[src/rtl/mem_arbiter_pkg.sv]
// Shared types and defaults for the two-port RAM arbiter.
package mem_arbiter_pkg;

    typedef enum logic [1:0] {
        IDLE = 2'd0,
        OWN0 = 2'd1,
        OWN1 = 2'd2
    } arb_state_t;

    localparam logic PORT0 = 1'b0;
    localparam logic PORT1 = 1'b1;

    localparam int DEFAULT_DATA_WIDTH = 16;
    localparam int DEFAULT_ADDR_WIDTH = 8;
    localparam int DEFAULT_MAX_BURST  = 4;

endpackage

[src/rtl/mem_arbiter_rr_pick.sv]
// Two-way round-robin picker: a lone requester wins, a tie goes to the port not served last.
module mem_arbiter_rr_pick
    import mem_arbiter_pkg::*;
(
    input  logic [1:0] req,
    input  logic       last,
    output logic [1:0] grant
);

    // Resolve a tie against the previously served port, otherwise pass the request through
    always_comb begin
        grant = req;
        if (req == 2'b11) begin
            grant = (last == PORT1) ? 2'b01 : 2'b10;
        end
    end

endmodule

[src/rtl/mem_arbiter.sv]
// Shares one synchronous data RAM between the CPU port (0) and the loader/debug port (1),
// with round-robin fairness, bounded burst locking and a one-cycle read-valid strobe.
module mem_arbiter
    import mem_arbiter_pkg::*;
#(
    parameter int DATA_WIDTH = DEFAULT_DATA_WIDTH,
    parameter int ADDR_WIDTH = DEFAULT_ADDR_WIDTH,
    parameter int MAX_BURST  = DEFAULT_MAX_BURST
) (
    input  logic                  clk,
    input  logic                  reset_n,
    input  logic                  p0_req,
    input  logic                  p0_we,
    input  logic                  p0_lock,
    input  logic [ADDR_WIDTH-1:0] p0_addr,
    input  logic [DATA_WIDTH-1:0] p0_wdata,
    output logic                  p0_gnt,
    output logic                  p0_rvalid,
    output logic [DATA_WIDTH-1:0] p0_rdata,
    input  logic                  p1_req,
    input  logic                  p1_we,
    input  logic                  p1_lock,
    input  logic [ADDR_WIDTH-1:0] p1_addr,
    input  logic [DATA_WIDTH-1:0] p1_wdata,
    output logic                  p1_gnt,
    output logic                  p1_rvalid,
    output logic [DATA_WIDTH-1:0] p1_rdata,
    output logic [ADDR_WIDTH-1:0] ram_read_address,
    output logic [ADDR_WIDTH-1:0] ram_write_address,
    output logic                  ram_write,
    output logic [DATA_WIDTH-1:0] ram_din,
    input  logic [DATA_WIDTH-1:0] ram_dout
);

    localparam int               CNT_W       = $clog2(MAX_BURST + 1);
    localparam logic [CNT_W-1:0] BURST_LIMIT = CNT_W'(MAX_BURST);
    localparam logic [CNT_W-1:0] BURST_ONE   = CNT_W'(1);
    localparam logic             BURST_EN    = (MAX_BURST > 1);

    arb_state_t       state, state_next;
    logic             last, last_next;
    logic [CNT_W-1:0] burst_cnt, burst_cnt_next, burst_inc;
    logic [1:0]       req, rr_grant, grant;
    logic             owner_busy, any_grant, sel, sel_we, sel_lock;

    assign req = {p1_req, p0_req};

    mem_arbiter_rr_pick u_rr_pick (
        .req   (req),
        .last  (last),
        .grant (rr_grant)
    );

    // Pick this cycle's winner: a requesting lock owner keeps the RAM, otherwise round-robin
    always_comb begin
        owner_busy = ((state == OWN0) && p0_req) || ((state == OWN1) && p1_req);
        grant      = rr_grant;
        if (owner_busy) begin
            grant = (state == OWN1) ? 2'b10 : 2'b01;
        end
        if (!reset_n) begin
            grant = 2'b00;
        end
        any_grant = |grant;
        sel       = grant[1];
        sel_we    = sel ? p1_we : p0_we;
        sel_lock  = sel ? p1_lock : p0_lock;
    end

    assign p0_gnt            = grant[0];
    assign p1_gnt            = grant[1];
    assign ram_read_address  = sel ? p1_addr : p0_addr;
    assign ram_write_address = sel ? p1_addr : p0_addr;
    assign ram_din           = sel ? p1_wdata : p0_wdata;
    assign ram_write         = any_grant & sel_we;
    assign p0_rdata          = ram_dout;
    assign p1_rdata          = ram_dout;

    // Decide ownership, burst count and fairness pointer after this cycle's grant
    always_comb begin
        state_next     = IDLE;
        last_next      = last;
        burst_cnt_next = '0;
        burst_inc      = burst_cnt + BURST_ONE;
        if (any_grant) begin
            last_next = sel;
            if (owner_busy) begin
                if (sel_lock && (burst_inc != BURST_LIMIT)) begin
                    state_next     = state;
                    burst_cnt_next = burst_inc;
                end
            end else if (sel_lock && BURST_EN) begin
                state_next     = sel ? OWN1 : OWN0;
                burst_cnt_next = BURST_ONE;
            end
        end
    end

    // Arbitration state register
    always_ff @(posedge clk or negedge reset_n) begin
        if (!reset_n) begin
            state     <= IDLE;
            last      <= PORT1;
            burst_cnt <= '0;
        end else begin
            state     <= state_next;
            last      <= last_next;
            burst_cnt <= burst_cnt_next;
        end
    end

    // Flag returning read data for the port whose read was accepted last cycle
    always_ff @(posedge clk or negedge reset_n) begin
        if (!reset_n) begin
            p0_rvalid <= 1'b0;
            p1_rvalid <= 1'b0;
        end else begin
            p0_rvalid <= grant[0] & ~p0_we;
            p1_rvalid <= grant[1] & ~p1_we;
        end
    end

endmodule

[config.mk]
export PLATFORM = sky130hd
export DESIGN_NAME = mem_arbiter
export DESIGN_NICKNAME = d
export VERILOG_FILES = /design/src/rtl/mem_arbiter_pkg.sv /design/src/rtl/mem_arbiter_rr_pick.sv /design/src/rtl/mem_arbiter.sv
export SDC_FILE = /design/constraint.sdc
export NUM_CORES = 1
export LEC_CHECK = 0
export CORE_MARGIN = 3
export CORE_UTILIZATION = 26
export DETAILED_ROUTE_END_ITERATION = 10
export PLACE_DENSITY = 0.8
export SETUP_SLACK_MARGIN = 0.2
export SYNTH_ARGS = -nofsm -noshare
export SYNTH_HDL_FRONTEND = slang
export SYNTH_SLANG_ARGS = --single-unit
[constraint.sdc]
create_clock -name clk -period 2.7 [get_ports clk]
set_clock_uncertainty 0.05 [all_clocks]
set_input_delay 0.54 -clock clk [delete_from_list [all_inputs] [get_ports clk]]
set_output_delay 0.54 -clock clk [all_outputs]
set_load 0.02 [all_outputs]
==> results.tsv <==
stage	metric	value	unit
place	place_congestion	0.797	
critical_path	end_kind	output pin	
timing	max_slew_margin	0.753	
critical_path	path_class	register to output pin	
floorplan	fp.dieW	72.3	um
timing	grt_setup_unrepaired	true	
synth	synth_edf_count	0	
clock_network	ctsHoldBuffers	0	
global_routing	grt_pass1_vias	1123	
floorplan	die-area	5230	um^2
clock_network	root_buffer	clkbuf_8	
routing	dr.pass1.iters	4	
job	max-cap-violations	0	
floorplan	die_y	72.3	um
routing	drc	0	
synth	synth_cell_type_count	32	
power_and_ir_drop	peakVddDrop	165	uV
synth	synth_common_cells	40 x buf_4, 16 x mux2_4, 8 x mux2_2	
cells_and_area	design_area	1900	um^2
global_routing	track_usage	0.121	
routing	vias_per_cell	4.32	
synth	syn-instance-count	110	
global_routing	overflow	0	
clock_network	cts_sinks	8	
routing	drt_iter0_drc	35	
timing	final.setup.worst_slack	178	ps
cells_and_area	diodes	0	
synth	synth_ff_type	dfrtp_1	
clock_network	cts_tree	done	
cells_and_area	drive_gt1_frac	0.449	
global_routing	grt_antenna_before_repair	0	
clock_network	htree_levels	1	
synth	synth-seq-cells	8	
place	dp_hpwl	2.73	mm
timing	hold_viol	0	
routing	ant_nets	0	
hold_path	hold_path.class	register to register	
clock_network	cts.path.max_buffers	2	
routing	wl_per_cell	14.4	um
synth	synth.area.top_cells	buf_4 26%, mux2_4 21%, dfrtp_1 15%, mux2_2 7.9%, dfstp_2 2.3%	
timing	fin_crit	2520	ps
power_and_ir_drop	leakage	0.931	nW
floorplan	ios	141	
floorplan	start_util	0.278	
cells_and_area	area_growth	66.2	%
synth	ys_seq_area_frac	0.176	
critical_path	worstPathMaxFanout	11	
clock_network	cts.reportedPaths.clkPinSlew	40	ps
place	io_buffer_count	92	
global_routing	grt_pass1_wl	4.98	mm
floorplan	coreArea	4120	um^2
power_and_ir_drop	power_density	332	nW/um^2
clock_network	clkLatencyLatePin	230	ps
synth	yosysTopAreaCellShare	0.263	
synth	synth_top_area_cell	buf_4	
place	placed_area	1890	um^2
critical_path	worst_r2r_path_depth	4	
hold_path	worst_hold_path.num_cells	1	
critical_path	required	2110	ps
timing	tightest_slew	368	ps
cells_and_area	fin_util	0.462	
routing	routed_wl	3.27	mm
floorplan	rows	23	
synth	avgSynthCellArea	10.4	um^2
cells_and_area	nets	253	
clock_network	cts_buffers	3	
timing	setup_violations	0	
timing	slew_violations	0	
timing	period_share	0.934	
synth	syn_nets	184	
synth	syn_area	1140	um^2
synth	yosysMostFrequentCell	buf_4	
place	pre_cts_ws	-497	ps
global_routing	grt_max_degree	12	
cells_and_area	fillers	406	
critical_path	critical_path.startpoint_type	register	
status	status	complete, no violations	
timing	fmax	396	MHz
routing	vias	985	
synth	synth-warning-count	0	
critical_path	crit_arrival	1930	ps
synth	async_flop_share	1.00	
## kinds of logic after synthesis
group | after synthesis | synth area share
AND/OR/NAND/NOR | 14 | 0.0886
adder cells (fa/ha/maj) | 2 | 0.0219
XOR/XNOR | 1 | 0.00766
flip-flops | 8 | 0.176
multiplexers | 24 | 0.289
AO/OA/AOI/OAI | 14 | 0.107
buffers and inverters | 47 | 0.310
## critical path: stages, from the launching register on
cell             delay [ps]
dfstp_2                 550
nand2_2                  70
o2111ai_4               220
buf_4                   160
buf_12                  140
mux2_4                  310
clkdlybuf4s15_2         250
## power by group
| part | internal (mW) | switching [mW] | leakage, nW |
|---|---|---|---|
| logic | 0.201 | 0.141 | 0.802 |
| clock network | 0.102 | 0.0490 | 0.0228 |
| registers | 0.130 | 0.00737 | 0.106 |
## flip-flops by register name, indices dropped and copies added, names as in the netlist
register / cells
p0_rvalid: 1
last: 1
state: 2
p1_rvalid: 1
burst_cnt: 3
## cells in the final DEF (no fill, tap or decap), types with 2 or more instances in the layout
| cell | Yosys | routed |
|---|---|---|
| a22oi_1 | 2 | 2 |
| and3_1 | 2 | 2 |
| buf_12 | 1 | 2 |
| buf_2 | 0 | 16 |
| buf_4 | 40 | 9 |
| clkbuf_2 | 0 | 8 |
| clkbuf_8 | 0 | 3 |
| clkdlybuf4s15_2 | 0 | 9 |
| clkdlybuf4s50_1 | 0 | 54 |
| dfrtp_1 | 7 | 7 |
| dlygate4sd2_1 | 0 | 5 |
| ha_1 | 2 | 2 |
| inv_1 | 5 | 5 |
| mux2_2 | 8 | 8 |
| mux2_4 | 16 | 16 |
| nor2_1 | 3 | 3 |
| o211ai_1 | 2 | 2 |
| o21ai_0 | 2 | 2 |
## metal layers
metal / vias up / share of wire / track usage
met3: 9 / 0.10 / 0.0526
li1: 480 / - / -
met4: 0 / 0.020 / 0.0397
met2: 68 / 0.53 / 0.215
met1: 428 / 0.35 / 0.127
met5: - / 0 / 0
## metrics by stage
step	setup TNS, ps	cells	power [mW]	hold slack [ps]
2_1_floorplan	0	110	0.385	194
3_5_place_dp	-14760	220	0.502	495
6_report	0	228	0.632	497
4_1_cts	0	228	0.647	501
5_1_grt	0	228	0.665	510
3_3_place_gp	-13920	220	0.498	478
## worst paths after layout
kind	slack (ps)	from	to
max	180	last	ram_write_address[6]
min	500	last	last
max reg2reg	1230	burst_cnt[0]	burst_cnt[1]
min reg2reg	500	last	last
max in group asynchronous	1860	reset_n	last
min in group asynchronous	510	reset_n	burst_cnt[2]
## final cells by class
cell class	count	area, um^2	share of cell area
inverters	5	18.8	0.00987
clock buffers	4	45.0	0.0237
flip-flops and latches	8	201	0.106
multi-input cells	55	588	0.309
well taps	50	62.6	0.0329
repair buffers	106	985	0.518
## what timing repair did
item	CTS	global route
resized for setup	98	24
gates cloned	2	0
setup endpoints to repair	35	30
setup buffers	2	0
pin swaps	1	1
No activity file was read; power rests on OpenSTA's default activity.
